===== src/rtl/sram_access_arbiter.sv =====
// Round-robin arbiter sharing one single-port SRAM between NUM_REQ requesters.
// One registered access per clock; read data is returned to the requester that issued it.
module sram_access_arbiter #(
    parameter int NUM_REQ    = 4,
    parameter int ADDR_WIDTH = 8,
    parameter int DATA_WIDTH = 32
) (
    input  logic                          clock,
    input  logic                          reset,
    input  logic [NUM_REQ-1:0]            req_valid,
    output logic [NUM_REQ-1:0]            req_ready,
    input  logic [NUM_REQ-1:0]            req_write,
    input  logic [NUM_REQ*ADDR_WIDTH-1:0] req_address,
    input  logic [NUM_REQ*DATA_WIDTH-1:0] req_write_data,
    output logic [NUM_REQ-1:0]            rsp_valid,
    output logic [DATA_WIDTH-1:0]         rsp_data,
    output logic [ADDR_WIDTH-1:0]         sram_address,
    output logic [DATA_WIDTH-1:0]         sram_write_data,
    input  logic [DATA_WIDTH-1:0]         sram_read_data,
    output logic                          sram_enable,
    output logic                          sram_write,
    output logic                          busy
);

    localparam int PTR_W = $clog2(NUM_REQ);

    typedef enum logic {IDLE, ACCESS} state_t;

    state_t           state, state_next;
    logic [PTR_W-1:0] rr_ptr;
    logic [PTR_W-1:0] winner;
    logic [PTR_W-1:0] owner;
    logic             owner_rd;
    logic             found;
    logic             accept;
    int               idx;

    // Search starts at rr_ptr and wraps, so the last winner gets lowest priority.
    // NOTE: every always_comb output gets a default first so no latch is inferred.
    always_comb begin
        winner = rr_ptr;
        found  = 1'b0;
        idx    = 0;
        for (int k = 0; k < NUM_REQ; k++) begin
            idx = int'(rr_ptr) + k;
            if (idx >= NUM_REQ) idx = idx - NUM_REQ;
            if (!found && req_valid[idx]) begin
                found  = 1'b1;
                winner = PTR_W'(idx);
            end
        end
    end

    always_comb begin
        req_ready = '0;
        if (!reset && found) req_ready[winner] = 1'b1;
    end

    assign accept = |(req_valid & req_ready);

    always_comb begin
        state_next = IDLE;
        if (accept) state_next = ACCESS;
    end

    // NOTE: sequential state uses non-blocking assignments so every register samples pre-edge values.
    always_ff @(posedge clock) begin
        if (reset) state <= IDLE;
        else       state <= state_next;
    end

    assign sram_enable = (state == ACCESS);
    assign busy        = sram_enable;

    // Address and write data hold their last value when idle; only the write strobe drops.
    always_ff @(posedge clock) begin
        if (reset) begin
            sram_write      <= 1'b0;
            sram_address    <= '0;
            sram_write_data <= '0;
            rr_ptr          <= '0;
            owner           <= '0;
            owner_rd        <= 1'b0;
        end else if (accept) begin
            sram_write      <= req_write[winner];
            sram_address    <= req_address[int'(winner)*ADDR_WIDTH +: ADDR_WIDTH];
            sram_write_data <= req_write_data[int'(winner)*DATA_WIDTH +: DATA_WIDTH];
            owner           <= winner;
            owner_rd        <= !req_write[winner];
            rr_ptr          <= (winner == PTR_W'(NUM_REQ - 1)) ? '0 : winner + 1'b1;
        end else begin
            sram_write      <= 1'b0;
        end
    end

    // Read data is captured only at the end of a read access, never from an idle SRAM.
    always_ff @(posedge clock) begin
        if (reset) begin
            rsp_valid <= '0;
            rsp_data  <= '0;
        end else begin
            rsp_valid <= '0;
            if (state == ACCESS && owner_rd) begin
                rsp_valid[owner] <= 1'b1;
                rsp_data         <= sram_read_data;
            end
        end
    end

endmodule

===== config.mk =====
export PLATFORM = sky130hd
export DESIGN_NAME = sram_access_arbiter
export DESIGN_NICKNAME = d
export VERILOG_FILES = /design/src/rtl/sram_access_arbiter.sv
export SDC_FILE = /design/constraint.sdc
export NUM_CORES = 1
export LEC_CHECK = 0
export CORE_MARGIN = 10
export CORE_UTILIZATION = 33
export DETAILED_ROUTE_END_ITERATION = 8
export PLACE_DENSITY_LB_ADDON = 0.05
export REMOVE_ABC_BUFFERS = 1
export SYNTH_ARGS = -nofsm -noshare
export SYNTH_HDL_FRONTEND = slang
export SYNTH_SLANG_ARGS = --single-unit

===== constraint.sdc =====
create_clock -name clock -period 3.3 [get_ports clock]
set_clock_uncertainty 0.15 [all_clocks]
set_input_delay 0.66 -clock clock [delete_from_list [all_inputs] [get_ports clock]]
set_output_delay 0.66 -clock clock [all_outputs]
set_load 0.05 [all_outputs]

[Word-level counts from Yosys, hierarchy flattened]
Cells that the tools add are included.
Word-level totals
  register bits: 83
  output and inout port bits: 83
Cells by class
  add/sub/neg operators: 8
  magnitude comparators: 12
  eq/ne operators: 1
  shift-type cells: 2
  mux-type cells: 33
  bitwise operators: 3
  reduce and logical (&&, ||, !) cells: 15
Operators by type and width (count)
  < comparator 32 x 4 -> 1 bit, second input constant: 4
  two-way mux 32 bit: 4
  indexed part select 128 x 8 -> 32 bit: 1
  indexed part select 32 x 6 -> 8 bit: 1
  two-way mux 1 bit: 16
  subtractor 3 x 3 -> 4 bit, second input constant: 3
  binary-select mux 1 bit (select 2 bit): 5
  two-way mux 2 bit: 5
  >= comparator 3 bit, second input constant: 3
  logical AND 1 bit: 7
  adder 2 x 2 -> 3 bit, second input constant: 2
  < comparator 2 x 3 -> 1 bit, second input constant: 2
  logical NOT 1 bit: 5
  AND 4 bit: 1
  demux 1 bit (select 2 bit): 2
  >= comparator 2 x 1 -> 1 bit, second input constant: 2
  two-way mux 4 bit: 1
  OR reduction 2 bit: 2
  OR reduction 4 bit: 1
  subtractor 2 x 3 -> 4 bit, second input constant: 1
  adder 2 x 1 -> 3 bit, second input constant: 1
  >= comparator 2 x 3 -> 1 bit, second input constant: 1
  adder 2 x 1 -> 2 bit, second input constant: 1
  equality test 2 bit, second input constant: 1
  NOT 1 bit: 2

[Depth between registers and ports, before layout]
Gate-level depths: netlist of run 1.
  depth in word-level cells: 24
  gate-level depth with buffers: 15

[Least setup slack after synthesis of run 1]
No wires, ideal clock.
  path kind: input to output
  from: in req_valid[3]
  to: out req_ready[0]
  arrival: 3114 ps
  data required time: 2490 ps
  slack: -624 ps
  cell stages on the path: 7
  path buffers: 2
  path through: buf_4 > nor3_1 > a2111oi_2 > nor2_1 > inv_2 > buf_2 > nor4_1
On the way
  word-level cells in the longest chain between the ends: 18
  elaborated cells on any way between the ends: 33
RTL lines
  start, declared: line 10  | input logic [NUM_REQ-1:0] req_valid,
  binary-select mux 1 bit (select 2 bit): line 47  | if (!found && req_valid[idx]) begin
  two-way mux 1 bit (not written as such) (2 in a row): line 47
  two-way mux 1 bit: line 47
  logical NOT 1 bit: line 47
  logical AND 1 bit: line 47
  two-way mux 1 bit: line 47
  logical NOT 1 bit: line 47
  logical AND 1 bit: line 47
  two-way mux 1 bit: line 47
  logical NOT 1 bit: line 47
  logical AND 1 bit: line 47
  two-way mux 2 bit: line 47
  < comparator 2 x 3 -> 1 bit (not written as such) or >= comparator 2 x 1 -> 1 bit (tied branches): line 56  | if (!reset && found) req_ready[winner] = 1'b1;
  logical AND 1 bit (not written as such): line 56
  two-way mux 1 bit (not written as such): line 56
  demux 1 bit (select 2 bit): line 56
  two-way mux 4 bit *: line 56
  end, declared: line 11  | output logic [NUM_REQ-1:0] req_ready,
Mark *: on every way between the ends. The rest lies on a longest branch, timed or not. The select of a mux whose other input is x is not followed.

[Worst setup path after layout of run 1]
  from: in req_valid[1]
  to: out req_ready[1]
Same word-level chain as after synthesis.

==> results.ini, run 1 <==
[synth]
ys_ff_latch=83
yosysMostFrequentCell=dfxtp_1
ys_warn_count=0
synth-async-reset-ratio_pct=0
synth_area_mm2=0.00424
syn_inst=490
synth.distinct_cells=34
syn_area_per_cell_um2=8.65
synth_common_cells=dfxtp_1 (83), nand2_1 (71), a211oi_1 (44), o21ai_0 (41)
synthFlopType=dfxtp_1
synth_seq_area_share_pct=39.2
yosysTopAreaCellShare_pct=39.2
synth_edf_count=0
yosys.area.top_type=dfxtp_1
synth.area.top_cells=dfxtp_1 (39%), mux2_2 (11%), a221o_1 (9.4%), a211oi_1 (7.8%), nand2_1 (6.3%)

[clock_tree]
cts_sinks=83
h-tree-depth=3
insertion_delay_ns=0.34
clockRootBuffer=clkbuf_16
cts_buffers=9
cts_buffer_depth=2
path_clk_slew_ns=0.06
cts_tree=built
postCtsSetupBuffers=0

[floorplan]
io_pins=285
die_area_mm2=0.0178
die_w_um=133
start_util_pct=33.6
core-area_mm2=0.0126
fp.dieH_um=133
fp-row-count=41

[min_path]
hold_depth=2
worstHoldStart=rsp_data[2]
min_to=rsp_data[2]
hold_class=register to register

[place]
placed_cells=917
place_area_mm2=0.00730
port_buffers=284
place_congestion=0.887
pre_cts_ws_ns=-0.294
hpwl_um=14200

[drt]
drc=0
dr_total_vias=4926
drt-initial-drc-count=281
first_pass_iters=4
wl_per_cell_um=20.3
drt_wl_total_um=19000
vias_per_cell=5.27
antenna_left=0

[sta]
rsz0062_at_grt=false
finalHoldViolations=0
fin_ws_ns=0.209
finalSetupTns_ns=0
setup_viol=0
final.period_utilization_pct=93.7
worstMarginPinSlew_ns=1.10
slew_violations=0
fin_crit_ns=3.09
slew-limit-headroom_pct=26.5
timing.fmax_mhz=324

[critical_path]
arrival_ns=2.28
crit_required_ns=2.49
crit_fanout=21
worstSetupPathType=input port to output port
r2r-end=sram_write_data[13]
r2r_slack_ns=0.52
r2r_start=rr_ptr[1]
r2r_cells=11
cp-end-kind=output port
cp-start-kind=input port

[global_routing]
grt_use_met3_pct=7.82
grt.busiest_layer=met2
grtUsageMet1_pct=22.5
grt_use_total_pct=20.1
grt_pass1_wl_um=28700
grt_overflow=0
grt_max_degree=43
grt_use_met2_pct=34.6
grt_antenna_before_repair=0
grt_pass1_vias=5056

[layout]
fin_util_pct=60.7
final_cell_area_mm2=0.00766
nNetsFinal=961
final_cell_count_no_fill=934
drive_gt1_share_pct=12.7
fillers=1121
insertedDiodeCount=0
syn2layout_area_growth_pct=80.8

[pwr]
p_leak_nw=2.78
power_density_mw_per_mm2=612
vdd_drop_max_v=0.000271

[flow_run]
cap_violations=0

[run_status]
status=finished clean

## placed cells by master (no fill, tap or decap), types with 3 or more instances in the layout
cell             synthesis  layout
dfxtp_1                 83      83
and3_1                   3       3
buf_12                   0       4
buf_6                    5       3
a211oi_1                44      43
o21ai_0                 41      41
a21oi_1                 35      35
and2_1                   3       3
buf_4                    2      21
nand2_1                 71      71
a221o_1                 40      40
nand3_1                 40      40
nor2_1                   9       9
mux2_2                  40      40
clkbuf_16                0       9
clkdlybuf4s50_1          0     277
## what timing repair did
item	4_1_cts	5_1_grt
cloned	0	1
hold buffers	0	0
setup endpoints to repair	2	45
resized for setup	8	7
## kinds of logic after synthesis
kind of cell	count (synthesis)	synth area share (%)
buffers and inverters	57	6.37
DFF	83	39.2
adders and majority gates	2	0.590
and+or+nand+nor	137	14.3
AOI/OAI and AO/OA	170	28.7
muxes	41	10.9
## metrics by stage
| step | power [mW] | hold slack, ns |
|---|---|---|
| 6_report | 4.69 | 0.303 |
| 3_5_place_dp | 3.63 | 0.297 |
| 4_1_cts | 4.71 | 0.305 |
| 5_1_grt | 4.90 | 0.319 |
| 2_1_floorplan | 2.66 | 0.284 |
| 3_3_place_gp | 3.61 | 0.291 |
## sequential cells by signal (all words and copies together) (netlist names)
register,flops
busy,1
owner,2
owner_rd,1
rr_ptr,2
rsp_data,32
rsp_valid,4
sram_address,8
sram_write,1
sram_write_data,32
## power breakdown
group	leakage [nW]	internal, mW	total (mW)	switching, mW
Clock	0.150	0.661	1.06	0.400
Combinational	1.95	0.922	2.30	1.37
Sequential	0.682	1.21	1.33	0.121
Total	2.78	2.80	4.69	1.90
## how the worst max path moves through the flow
| stage | from | endpoint | slack (ns) | cells after the start |
|---|---|---|---|---|
| after floorplan | req_valid[0] | sram_address[0] | -2.25 | 5 |
| after global placement | req_valid[0] | sram_write_data[14] | -0.21 | 12 |
| after detailed placement | req_valid[0] | sram_write_data[14] | -0.29 | 12 |
| after CTS | req_valid[3] | req_ready[3] | 0.03 | 8 |
| after global routing | req_valid[1] | req_ready[0] | 0.08 | 8 |
| final | req_valid[1] | req_ready[1] | 0.21 | 7 |
## worst max-delay path, cell delays in order
cell             delay (ns)
clkdlybuf4s50_1        0.55
inv_1                  0.06
a21oi_1                0.14
o211a_2                0.24
buf_6                  0.22
and3_1                 0.20
buf_4                  0.21
## routing by layer
metal / share of wire (%) / up-vias / wire length (um)
met5: 0 / - / 0
met4: 0.81 / 0 / 153
met3: 9.8 / 11 / 1860
met2: 50 / 225 / 9480
met1: 39 / 2321 / 7480
li1: - / 2369 / -
## area by class of cell
cell class	instances	area (um^2)	share of cell area (%)
Tap cell	172	215	2.81
Inverter	4	15.0	0.196
Clock buffer	11	233	3.04
Clock inverter	5	77.6	1.01
Timing Repair Buffer	308	3080	40.2
Multi-Input combinational cell	351	2380	31.1
Sequential cell	83	1660	21.7
(Power assumes the default switching activity.)
==> run 2: changes to the inputs <==
--- a/config.mk
+++ b/config.mk
@@ -10,6 +10,7 @@
 export DETAILED_ROUTE_END_ITERATION = 8
 export PLACE_DENSITY_LB_ADDON = 0.05
 export REMOVE_ABC_BUFFERS = 1
+export SLEW_MARGIN = 20
 export SYNTH_ARGS = -nofsm -noshare
 export SYNTH_HDL_FRONTEND = slang
 export SYNTH_SLANG_ARGS = --single-unit
==> run 2 against run 1 <==
  * Via count did not move
  * Worst hold slack did not move
  * Fmax did not move
  * Final cell count did not move
  * Register-to-register slack barely moved
  * Clock-buffer cell count did not move
  * Global-route usage did not move
  * Setup slack did not move
  * Combinational power barely moved
  * Sequential power barely moved
  * Critical path type unchanged
  * Critical endpoint unchanged
  * Largest cell class unchanged
==> results.ini, run 2 (synthesis gave the netlist of run 1 again) <==
[run_status]
status=finished clean

[global_routing]
grt_pass1_wl_um=28700
grt_max_degree=43
grt.busiest_layer=met2
grt_use_met2_pct=34.6
grtUsageMet1_pct=22.5
grt_overflow=0
grt_pass1_vias=5056
grt_use_total_pct=20.1
grt_antenna_before_repair=0
grt_use_met3_pct=7.82

[layout]
fin_util_pct=60.7
layout_commonest_cell=clkdlybuf4s50_1
nNetsFinal=961
drive_gt1_share_pct=12.9
syn2layout_area_growth_pct=80.8
reg.largest.list=rsp_data: 32 flops, sram_write_data: 32 flops, sram_address: 8 flops
final_cell_mix=clkdlybuf4s50_1 (277), dfxtp_1 (83), nand2_1 (71), a211oi_1 (43), o21ai_0 (41)
insertedDiodeCount=0

[drt]
vias_per_cell=5.27
first_pass_iters=4
antenna_left=0
wl_per_cell_um=20.3
drt-initial-drc-count=281
drt_wl_total_um=19000
dr_total_vias=4926
drc=0

[sta]
timing.fmax_mhz=324
final.period_utilization_pct=93.7
slew-limit-headroom_pct=28.2
finalHoldViolations=0
rsz0062_at_grt=false
fin_crit_ns=3.09
worstMarginPinSlew_ns=1.07
setup_viol=0
slew_violations=0

[critical_path]
r2r_slack_ns=0.52
r2r_start=rr_ptr[1]
crit_slowest_cell=clkdlybuf4s50_1
crit_path_cell_trace=clkdlybuf4s50_1 > inv_1 > a21oi_1 > o211a_2 > buf_6 > and3_1 > buf_4
crit_required_ns=2.49
critPathMaxStageDelay_ns=0.55
worstSetupPathType=input port to output port
path_buf_inv=4
r2r_cells=11
crit_fanout=21
r2r-end=sram_write_data[13]
cp-end-kind=output port
path_delay_family=buffers and inverters
arrival_ns=2.28
cp-start-kind=input port

[floorplan]
fp.dieH_um=133
die_area_mm2=0.0178
die_w_um=133
io_pins=285
fp-row-count=41
core-area_mm2=0.0126
start_util_pct=33.6

[pwr]
total_power_mw=4.69
vdd_drop_max_v=0.000271
power_density_mw_per_mm2=612
p_leak_nw=2.79

[place]
port_buffers=284
hpwl_um=14200
place_congestion=0.887

[min_path]
min_to=rsp_data[2]
hold_depth=2
hold_class=register to register
worstHoldStart=rsp_data[2]

[clock_tree]
postCtsSetupBuffers=0
cts_buffer_depth=2
h-tree-depth=3
cts_buffers=9
insertion_delay_ns=0.34
clockRootBuffer=clkbuf_16
cts_sinks=83
cts_tree=built
path_clk_slew_ns=0.06

[flow_run]
cap_violations=0

## run 2: metal layers
metal | share of wire [%] | up-vias
met1 | 39 | 2321
li1 | - | 2369
met4 | 0.81 | 0
met5 | 0 | -
met2 | 50 | 225
met3 | 9.8 | 11
## run 2: cell type report
class                           count  area, um^2
Clock buffer                       11         233
Sequential cell                    83        1660
Fill cell                        1120        4950
Timing Repair Buffer              308        3080
Clock inverter                      5        77.6
Inverter                            4        15.0
Tap cell                          172         215
Multi-Input combinational cell    351        2390
## run 2: worst max path at each step
stage	from	cells after the start	endpoint
floorplan	req_valid[0]	5	sram_address[0]
global placement	req_valid[0]	12	sram_write_data[14]
detailed placement	req_valid[0]	12	sram_write_data[14]
CTS	req_valid[3]	8	req_ready[3]
global route	req_valid[1]	8	req_ready[0]
finish	req_valid[1]	7	req_ready[1]
## run 2: where the power goes
group	internal, mW	leakage (nW)	total, mW	switching (mW)
sequential	1.21	0.682	1.33	0.121
clock	0.661	0.150	1.06	0.400
combinational	0.922	1.95	2.30	1.37
## run 2: repair_timing
item / in CTS / in global routing
resized for setup: 8 / 7
endpoints found under the setup margin: 2 / 45
hold buffers: 0 / 0
cloned: 0 / 1
## run 2: stage by stage
stage / cells / area [um^2] / setup WS (ns) / hold WS [ns] / setup TNS, ns
2_1_floorplan: 437 / 3990 / -2.25 / 0.284 / -103.64
3_3_place_gp: 917 / 7300 / -0.207 / 0.291 / -8.41
3_5_place_dp: 917 / 7300 / -0.294 / 0.297 / -11.89
4_1_cts: 933 / 7640 / 0.0262 / 0.305 / 0
5_1_grt: 934 / 7670 / 0.0850 / 0.319 / 0
6_report: 934 / 7670 / 0.209 / 0.303 / 0
## run 2: worst register-to-register path, stage by stage, from the launching register on
cell       delay, ns
dfxtp_1         0.49
nor2b_2         0.28
a2111oi_4       0.10
nor2_1          0.20
inv_2           0.09
ha_1            0.19
a22oi_1         0.18
nor2_1          0.10
a31oi_4         0.20
inv_2           0.08
and2_4          0.26
a221o_1         0.36
==> run 3: changes to the inputs <==
--- a/config.mk
+++ b/config.mk
@@ -9,7 +9,6 @@
 export CORE_UTILIZATION = 33
 export DETAILED_ROUTE_END_ITERATION = 8
 export PLACE_DENSITY_LB_ADDON = 0.05
-export REMOVE_ABC_BUFFERS = 1
 export SLEW_MARGIN = 20
 export SYNTH_ARGS = -nofsm -noshare
 export SYNTH_HDL_FRONTEND = slang
==> run 3 against run 2 <==
  * Flip-flop and latch count stayed put
  * Critical path depth grew 2
  * Worst hold slack hardly changed
  * Critical endpoint is now req_ready[2]
  * Largest cell class unchanged
  * Highest routed layer unchanged
==> results.ini, run 3 (synthesis gave the netlist of run 1 again) <==
[run_status]
status=finished clean

[min_path]
hold_class=register to register
hold_depth=2
worstHoldStart=rsp_data[0]
min_to=rsp_data[0]

[floorplan]
fp-row-count=41
die_area_mm2=0.0178
start_util_pct=33.6
fp.dieH_um=133
die_w_um=133
io_pins=285
core-area_mm2=0.0126

[layout]
layout_commonest_cell=clkdlybuf4s50_1
final_cell_mix=clkdlybuf4s50_1 (278), dfxtp_1 (83), nand2_1 (70), a211oi_1 (43)
syn2layout_area_growth_pct=81.5
reg.largest.list=rsp_data: 32 flops, sram_write_data: 32 flops, sram_address: 8 flops
nNetsFinal=962
insertedDiodeCount=0
drive_gt1_share_pct=13.0

[pwr]
vdd_drop_max_v=0.000286
p_leak_nw=2.81
p_seq_share_pct=27.6
clockPowerShare_pct=25.2
power_density_mw_per_mm2=628
intPower_mw=2.95
swShare_pct=39.1
power_frac_comb_pct=47.2
switchingPower_mw=1.89

[global_routing]
grt_pass1_wl_um=27700
grt_max_degree=43
grt_antenna_before_repair=0
grt_overflow=0
grt_use_total_pct=19.2
grt_pass1_vias=5093

[clock_tree]
path_clk_slew_ns=0.06
cts-hold-fix-buffers=0
h-tree-depth=3
cts_tree=built
cts_sinks=83
cts_buffer_depth=2
cts_resized=0
clockRootBuffer=clkbuf_16
cts_buffers=9
postCtsSetupBuffers=0
insertion_delay_ns=0.33

[place]
place_congestion=0.847
hpwl_um=13900
port_buffers=284

[critical_path]
crit_fanout=5
r2r-end=sram_write_data[29]
r2r_start=rr_ptr[1]
crit_required_ns=2.49
worstSetupPathType=input port to output port
r2r_cells=11
cp-end-kind=output port
r2r_slack_ns=0.51
arrival_ns=2.41
cp-start-kind=input port

[drt]
first_pass_iters=5
dr_total_vias=4904
antenna_left=0
top_layer_used=met4
met1_length_um=7130
met3_length_um=1540
wl_met2_um=9310
drt_wl_total_um=18400
vias_per_cell=5.25
wl_per_cell_um=19.7
drc=0
drt-initial-drc-count=253

[sta]
slew_violations=0
final.period_utilization_pct=97.4
holdWs_ns=0.302
worstMarginPinSlew_ns=0.607
fin_crit_ns=3.22
setup_viol=0
rsz0062_at_grt=false
finalHoldViolations=0
finalSetupTns_ns=0
timing.fmax_mhz=311
slew-limit-headroom_pct=59.4

[synth]
synth_fp_nets=694

[flow_run]
cap_violations=0

[run 3: cell types whose count changed in the layout (fill, tap and decap cells not counted), moves of 2 or more]
| cell | previous run | this run |
|---|---|---|
| clkinv_2 | 2 | 0 |
| buf_4 | 21 | 25 |
| clkbuf_1 | 2 | 0 |
| bufinv_16 | 2 | 4 |
| buf_6 | 3 | 1 |
[run 3: metrics by stage]
| stage | total power, mW | cell area, um^2 | setup WS, ns | utilization, % | std cells |
|---|---|---|---|---|---|
| after detailed placement | 3.63 | 7310 | -0.259 | 57.9 | 918 |
| after global placement | 3.60 | 7310 | -0.143 | 57.9 | 918 |
| after global routing | 5.05 | 7700 | 0.00623 | 61.0 | 934 |
| after CTS | 4.86 | 7670 | 0.0104 | 60.8 | 933 |
| final | 4.83 | 7700 | 0.0849 | 61.0 | 934 |
| after floorplan | 2.74 | 4260 | 0.00795 | - | 490 |
[run 3: cell type report]
type | count | area [um^2]
multi-input combinational | 351 | 2380
inverter | 4 | 15.0
clock buffer | 9 | 225
timing repair buffer | 309 | 3070
tap | 172 | 215
clock inverter | 6 | 138
fill | 1118 | 4920
sequential | 83 | 1660
[run 3: power groups by stage]
| stage | Clock (mW) | Combinational, mW | Sequential, mW |
|---|---|---|---|
| 6_report | 1.22 | 2.28 | 1.34 |
| 5_1_grt | 1.28 | 2.40 | 1.36 |
| 4_1_cts | 1.24 | 2.28 | 1.33 |
| 3_5_place_dp | 0 | 2.28 | 1.35 |
| 3_3_place_gp | 0 | 2.25 | 1.35 |
| 2_1_floorplan | 0 | 0.722 | 2.02 |
[run 3: worst max-delay path: stages]
cell and delay, ns:
clkdlybuf4s50_1 0.42, buf_4 0.15, buf_4 0.14, a2111oi_4 0.30, nor2_1 0.10, inv_2 0.11
ha_1 0.18, and2_1 0.19, buf_12 0.15
[run 3: metal layers]
layer	track usage, %	up-vias
met5	0	-
met4	6.59	0
met3	6.65	24
met2	34.0	206
met1	20.6	2313
li1	-	2361
[run 3: worst max-delay path by stage]
stage / startpoint / endpoint / slack [ns] / depth (start not counted)
global placement: req_valid[0] / sram_write_data[14] / -0.14 / 13
floorplan: req_valid[3] / sram_address[0] / 0.008 / 15
finish: req_valid[0] / req_ready[2] / 0.08 / 9
global route: req_valid[0] / req_ready[2] / 0.006 / 9
CTS: req_valid[3] / req_ready[1] / 0.01 / 6
detailed placement: req_valid[0] / sram_write_data[18] / -0.26 / 13
